$ cat config.mk
export PLATFORM = sky130hd
export DESIGN_NAME = buf_add_alloc
export DESIGN_NICKNAME = d
export VERILOG_FILES = /design/src/rtl/buf_add_alloc.sv
export SDC_FILE = /design/constraint.sdc
export NUM_CORES = 1
export LEC_CHECK = 0
export BUFFER_PORTS_ARGS = -buffer_cell sky130_fd_sc_hd__buf_2
export CAP_MARGIN = 20
export CORE_UTILIZATION = 35
export CTS_CLUSTER_DIAMETER = 80
export DETAILED_ROUTE_END_ITERATION = 12
export PLACE_DENSITY = 0.6
export SLEW_MARGIN = 10
export SYNTH_ARGS = -nofsm -noshare
export SYNTH_HDL_FRONTEND = slang
export SYNTH_SLANG_ARGS = --single-unit
$ cat constraint.sdc
create_clock -name clk -period 3.7 [get_ports clk]
set_input_delay 0.185 -clock clk [delete_from_list [all_inputs] [get_ports clk]]
set_output_delay 0.185 -clock clk [all_outputs]
set_load 0.02 [all_outputs]
$ cat src/rtl/buf_add_alloc.sv
// Free-buffer-address allocator: 16-entry free list, req/ack grant FSM,
// and per-address aging that reclaims buffers never released by their user.
module buf_add_alloc #(
  parameter int TICK_DIV = 1024,
  parameter int AGE_W    = 8,
  parameter int AGE_MAX  = 200
) (
  input  logic       clk,
  input  logic       reset,
  input  logic       buf_addr_wr,
  input  logic [3:0] buf_addr,
  input  logic       alloc_req,
  output logic       alloc_ack,
  output logic [3:0] alloc_addr,
  output logic       alloc_empty,
  output logic [4:0] free_count,
  input  logic       release_wr,
  input  logic [3:0] release_addr,
  output logic       aging_recycle_addr_wr,
  output logic [3:0] aging_recycle_addr,
  output logic [1:0] err_flags
);

  localparam int TICK_W = $clog2(TICK_DIV);
  localparam logic [TICK_W-1:0] TICK_LAST = TICK_W'(TICK_DIV - 1);
  localparam logic [AGE_W-1:0]  AGE_LIM   = AGE_W'(AGE_MAX);

  typedef enum logic {IDLE, GRANT} state_t;

  state_t            state, state_nxt;
  logic [3:0]        mem [16];
  logic [3:0]        rd_ptr, wr_ptr;
  logic [4:0]        count, count_nxt;
  logic [15:0]       in_use, in_use_nxt;
  logic [AGE_W-1:0]  age [16];
  logic [TICK_W-1:0] tick;
  logic [3:0]        scan_ptr;

  logic       push, pop, overflow;
  logic [3:0] grant_addr;
  logic       tick_wrap, scan_hit, expire, rel_ok, rel_err;

  function automatic logic [AGE_W-1:0] age_inc(input logic [AGE_W-1:0] a);
    return (a >= AGE_LIM) ? AGE_LIM : a + AGE_W'(1);
  endfunction

  assign free_count = count;
  assign grant_addr = mem[rd_ptr];
  assign push       = buf_addr_wr && (count != 5'd16);
  assign overflow   = buf_addr_wr && (count == 5'd16);
  assign count_nxt  = count + {4'b0, push} - {4'b0, pop};
  assign tick_wrap  = (tick == TICK_LAST);
  assign rel_ok     = release_wr && in_use[release_addr];
  assign rel_err    = release_wr && !in_use[release_addr];
  assign scan_hit   = in_use[scan_ptr] && (age[scan_ptr] >= AGE_LIM);

  // A release or a fresh grant on the scanned address overrides expiry.
  assign expire = scan_hit
                  && !(release_wr && (release_addr == scan_ptr))
                  && !(pop && (grant_addr == scan_ptr));

  always_comb begin
    state_nxt = state;
    pop       = 1'b0;
    case (state)
      IDLE: begin
        if (alloc_req && (count != 5'd0)) begin
          state_nxt = GRANT;
          pop       = 1'b1;
        end
      end
      GRANT:   state_nxt = IDLE;
      default: state_nxt = IDLE;
    endcase
  end

  always_comb begin
    in_use_nxt = in_use;
    if (rel_ok) in_use_nxt[release_addr] = 1'b0;
    if (expire) in_use_nxt[scan_ptr]     = 1'b0;
    if (pop)    in_use_nxt[grant_addr]   = 1'b1;
  end

  always_ff @(posedge clk) begin
    if (push) mem[wr_ptr] <= buf_addr;
  end

  always_ff @(posedge clk or negedge reset) begin
    if (!reset) begin
      state                 <= IDLE;
      rd_ptr                <= 4'd0;
      wr_ptr                <= 4'd0;
      count                 <= 5'd0;
      in_use                <= 16'd0;
      tick                  <= '0;
      scan_ptr              <= 4'd0;
      alloc_ack             <= 1'b0;
      alloc_addr            <= 4'd0;
      alloc_empty           <= 1'b1;
      aging_recycle_addr_wr <= 1'b0;
      aging_recycle_addr    <= 4'd0;
      err_flags             <= 2'b00;
    end else begin
      state       <= state_nxt;
      count       <= count_nxt;
      alloc_empty <= (count_nxt == 5'd0);
      in_use      <= in_use_nxt;
      scan_ptr    <= scan_ptr + 4'd1;
      tick        <= tick_wrap ? '0 : tick + TICK_W'(1);
      if (push) wr_ptr <= wr_ptr + 4'd1;
      if (pop)  rd_ptr <= rd_ptr + 4'd1;
      alloc_ack <= pop;
      if (pop) alloc_addr <= grant_addr;
      aging_recycle_addr_wr <= expire;
      if (expire) aging_recycle_addr <= scan_ptr;
      err_flags <= err_flags | {rel_err, overflow};
    end
  end

  // Ages restart on grant and climb once per tick while in use, saturating.
  always_ff @(posedge clk or negedge reset) begin
    if (!reset) begin
      for (int i = 0; i < 16; i++) age[i] <= '0;
    end else begin
      for (int i = 0; i < 16; i++) begin
        if (pop && (grant_addr == 4'(i)))
          age[i] <= '0;
        else if (tick_wrap && in_use[i])
          age[i] <= age_inc(age[i]);
      end
    end
  end

endmodule

# Yosys cells after proc, flatten, opt, wreduce, memory -nomap -nowiden
# Memories as Yosys holds them, arrays and structs flattened.
# Index checks and enable logic that the tools add are counted.
# totals
regBits	185
mem_bits_rw	64
in_bits	13
elab_cells	241
n_memories	1
# classes
n_addsub	22
magnitude_cmp	24
eq_ne	20
muxes	70
bitwise	8
n_reduce_logical	67
# mem_list
memory	depth	word_bits	rd	rd_ports_with_merged_regs	write_ports	line_no	text
mem	16	4	1	0	1	31	logic [3:0] mem [16];
# ops
operator	count
$mux W8	50
$ge A8 B8 Y1 const B	17
$add A8 B1 Y8 const B	16
$mux W16	3
$logic_and A1 B1 Y1	45
$and A16 B16 Y16	2
$bmux W8 S4	1
$eq A4 B4 Y1 const B	8
$not A16 Y16	2
$reduce_bool A2 Y1	16
$eq A4 B3 Y1 const B	4
$or A16 B16 Y16	1
$lt A4 B5 Y1 const B	3
$add A4 B1 Y4 const B	3
$demux W1 S4	3
$ge A4 B1 Y1 const B	3
$add A10 B1 Y10 const B	1
$eq A10 B10 Y1 const B	1
$mux W10	1
$mux W1	9
$bmux W1 S4	2
$eq A4 B2 Y1 const B	2
$eq A4 B4 Y1	2
$add A5 B1 Y5	1
13 further kinds	15

# Longest topological paths before layout
# depth
depth_word	11
depth_mapped	19

# Worst setup path before layout
# OpenSTA, ideal clock, no wires.
# synth_path
path_kind	reg2reg
startpoint	reg count[3], in the netlist free_count[3]
endpoint	reg alloc_empty
setup_ns	0.101
t_arrival_ns	2.968
required_ns	3.599
slack_ns	0.631
path_stages_with_launch	18
path_buffers	0
period_less_slack_ns	3.069
path_cell_list	dfrtp_1 inv_1 ha_1 nand2_1 o21ai_1 inv_2 ha_1 inv_1 ha_1 inv_1 fa_1 inv_1 a21oi_1 nor2_1 nor2_1 xnor2_1 nor2_1 nor4b_1
# synth_via
elab_chain_cells	6
word_cells_on_any_way	9
classes_between	2 x add/sub; 1 x eq/ne; 2 x mux; 4 x reduce/logical
# synth_lines
item	line_no	text
from (decl)	33	logic [4:0] count, count_nxt;
from (signal assigned)	105	count <= count_nxt;
$reduce_bool A5 Y1	67	if (alloc_req && (count != 5'd0)) begin
$logic_and A1 B1 Y1	67	
$mux W1	67	
$mux W1	65	case (state)
via pop	39	logic push, pop, overflow;
$sub A5 B1 Y5	51	assign count_nxt = count + {4'b0, push} - {4'b0, pop};
via count_nxt[4]	33	
$logic_not A5 Y1	106	alloc_empty <= (count_nxt == 5'd0);
to (signal assigned)	106	
to (decl)	15	output logic alloc_empty,
# The timed path passes the listed nets, and every way through them passes these cells.
# A chain may end at the register's enable or synchronous reset.

# Worst setup path in the final report
# layout_path
startpoint	reg rd_ptr[3]
endpoint	reg in_use[13]
# layout_via
elab_chain_cells	8
word_cells_on_any_way	13
classes_between	2 x order compare; 1 x eq/ne; 4 x mux; 1 x bitwise; 4 x reduce/logical; 1 x memory
# layout_lines
item	line_no	text
from (decl)	32	logic [3:0] rd_ptr, wr_ptr;
from (signal assigned)	111	if (pop) rd_ptr <= rd_ptr + 4'd1;
$mem_v2 Z16 W4 *	n/a	
parallel branches: the longest is 6 deep, another holds $lt A4 B5 Y1	n/a	
$mux W16 *	81	if (pop) in_use_nxt[grant_addr] = 1'b1;
via in_use_nxt[13]	34	logic [15:0] in_use, in_use_nxt;
to (signal assigned)	107	in_use <= in_use_nxt;
to (decl)	34	
# Mark *: on every way through the listed nets, which the timed path passes.

==> impl_metrics.csv <==
group,metric,value,unit
power_and_ir_drop,power-per-cell-area,762,nW/um^2
critical_path,required,4.16,ns
logic_synthesis,syn_nets,1384,
logic_synthesis,ys.flop_type,"dfrtp_1",
logic_synthesis,synth.top_cell.area_share,0.346,
timing,finalMaxSlewViolations,0,
critical_path,reg2reg_slack,0.51,ns
drt,ant_nets,0,
placement,pre_cts_slack,0.515,ns
power_and_ir_drop,totalPowerFinal,11.5,mW
logic_synthesis,synth_area_leaders,"dfrtp_1 (35%), edfxtp_1 (15%), nor2_1 (4.7%)",
global_route,grt_antenna_before_repair,0,
drt,viasPerCell,5.40,
min_path,min_path_cells,1,
critical_path,end_kind,"register",
logic_synthesis,synth_edf_count,64,
placement,place_congestion,0.864,
layout,most-common-layout-cells,"dfrtp_1 (183), nor2_1 (167), nand2_1 (102)",
floorplan,core-area,37000,um^2
clock_tree,cts.path.max_buffers,3,
timing,hold_viol,0,
clock_tree,root_buffer,"clkbuf_16",
layout,syn2layout_area_growth,13.7,%
floorplan,start_util,0.358,
global_route,grt.total_usage,0.168,
min_path,whs_endpoint,"mem[5][2]",
timing,tightest_slew,0.996,ns
status,status,"finished clean",
global_route,grt_pass1_wl,52.8,mm
clock_tree,htreeDepth,1,
logic_synthesis,avgSynthCellArea,10.0,um^2
drt,post_drt_wl_per_cell,16.8,um
timing,fin_worst_skew,0.0134,ns
layout,layout_commonest_cell,"dfrtp_1",
critical_path,crit_family,"multiplexers",
power_and_ir_drop,vdd_ir_drop_max,0.000368,V
clock_tree,clk_latency,0.55,ns
timing,relSlewSlack,0.330,
timing,setup_viol,0,
floorplan,die-height,197,um
placement,numPortBuffers,30,
drt,dr_total_vias,10203,
timing,finalSetupTns,0,ns
drt,detail_route.first_pass.iterations,5,
critical_path,critPathBufInv,1,
global_route,grt_pass1_vias,9928,
clock_tree,cts_tree,"built",
drt,drtIter0Drc,637,
floorplan,die_w,197,um
critical_path,cp-start-kind,"register",
critical_path,slowest_stage,"dfrtp_1",
critical_path,r2r_start,"rd_ptr[3]",
timing,max_freq,0.313,GHz
clock_tree,postCtsHoldBufs,3,
timing,fin_crit,3.19,ns
critical_path,worstPathCellList,"mux4_2 > mux2i_1 > mux2i_2 > xor2_1 > nor4b_4 > buf_4 > a2111oi_0 > o22ai_1",
placement,dp_hpwl,22.1,mm
layout,postLayoutCellArea,15100,um^2
floorplan,rows,70,
placement,dpl_cell_area,14000,um^2
timing,setup_ws,0.509,ns
logic_synthesis,synth_area,13200,um^2
global_route,grt_max_degree,93,
min_path,hold_class,"primary input to register",
floorplan,ios,31,
drt,drt_wl_total,31.9,mm
clock_tree,clk_pin_slew,0.06,ns
logic_synthesis,ys_types,66,
critical_path,critPathArrivalTime,3.65,ns
power_and_ir_drop,leakagePower,6.11,nW
clock_tree,cts_sinks,248,
critical_path,r2r_end,"in_use[13]",
critical_path,slowest_delay,0.79,ns
logic_synthesis,synthCells,1322,
logic_synthesis,yosysWarnings,0,
logic_synthesis,yosys_register_bits,248,
clock_tree,cts_setup_buffers,0,
logic_synthesis,yosys.area.top_type,"dfrtp_1",
global_route,grt-ovfl-total,0,
critical_path,path_max_fanout,17,
timing,hold_slack,0.0403,ns
clock_tree,cts_resized,0,
critical_path,r2r_cells,8,
timing,grt_setup_unrepaired,"no",
logic_synthesis,synthArstFlopShare,0.742,
critical_path,crit_type,"register to register",
clock_tree,cts_inserted_buffers,29,
drt,drc,0,
job,drv_cap,0,
logic_synthesis,synth-seq-area-share,0.493,
layout,nNetsFinal,1423,
floorplan,die-area,38600,um^2
layout,drive_gt1_frac,0.108,
min_path,holdCritStartpoint,"buf_addr[2]",
timing,timing.final.crit_share,0.862,
-- area by class of cell --
cell class	instances	area, um^2
Antenna cell	3	7.51
Clock buffer	39	783
Clock inverter	15	213
Fill cell	3629	21900
Inverter	59	221
Multi-Input combinational cell	967	6300
Sequential cell	248	6530
Tap cell	504	631
Timing Repair Buffer	56	384
-- worst register-to-register path, cell delays in order, from the launching register on --
cell and delay, ns:
dfrtp_1 0.79, mux4_2 0.42, mux2i_1 0.40, mux2i_2 0.17, xor2_1 0.20, nor4b_4 0.54, buf_4 0.28, a2111oi_0 0.11
o22ai_1 0.19
-- power breakdown --
group          switching, mW  internal, mW  total (mW)
logic                   2.10          1.56        3.66
clock network           1.16          1.83        3.00
registers               1.13          3.70        4.82
-- synthesized netlist by cell type (8+ instances only) --
master    count
nor3b_1       9
nand3_1      82
edfxtp_1     64
mux2i_1      21
a21o_1       11
dfrtp_1     183
a21oi_1      96
and3_1       30
nor2_1      167
nand4_1      32
o22ai_1      23
nand3b_1     12
nor4_1        9
mux4_2       23
inv_1        57
nand2_1     102
or2_2         8
nand2b_1      8
or3_1         8
nor3_1       34
xor2_1       26
clkbuf_1     39
o21ai_0      44
nand4b_1      9
ha_1         48
and2_1       27
a211oi_1     16
xnor2_1      24
-- registers in the layout, indices dropped and copies added, names as in the netlist, 4 cells and up --
signal              flops
rd_ptr                  4
in_use                 16
free_count              5
tick                   10
mem                    64
alloc_addr              4
age                   128
aging_recycle_addr      4
scan_ptr                4
wr_ptr                  4
-- worst max path at each step --
stage          slack (ns)                    end          start  cells after the start
6_report             0.51             in_use[13]      rd_ptr[3]                      8
5_1_grt              0.22            alloc_empty  free_count[3]                     19
4_1_cts              0.51  aging_recycle_addr[0]      rd_ptr[1]                      8
3_5_place_dp         0.52  aging_recycle_addr[3]      rd_ptr[1]                      8
3_3_place_gp         0.61            alloc_empty  free_count[3]                     19
2_1_floorplan        0.63            alloc_empty  free_count[3]                     17
-- routing by layer --
layer	part of all wire	up-vias	GRT usage
met4	0.021	0	0.0434
met2	0.47	246	0.276
met3	0.053	49	0.0245
met5	0	-	0
li1	-	4883	-
met1	0.46	5025	0.233
-- logic make-up (layout without fill, tap and decap cells) --
group | count (synthesis) | in the layout | synth area share
AO/OA/AOI/OAI | 261 | 261 | 0.123
XOR/XNOR | 50 | 50 | 0.0331
adder cells (fa/ha/maj) | 49 | 49 | 0.0468
buffers and inverters | 107 | 169 | 0.0323
flip-flops | 248 | 248 | 0.493
multiplexers | 55 | 55 | 0.0665
other | 0 | 3 | 0
AND/OR/NAND/NOR | 552 | 552 | 0.205
-- metrics by stage --
| step | util | std cells |
|---|---|---|
| final | 0.408 | 1891 |
| after global routing | 0.407 | 1888 |
| after CTS | 0.407 | 1887 |
| after floorplan | - | 1322 |
| after detailed placement | 0.380 | 1830 |
| after global placement | 0.380 | 1830 |
Note: power is estimated with default switching activity, not from simulation.
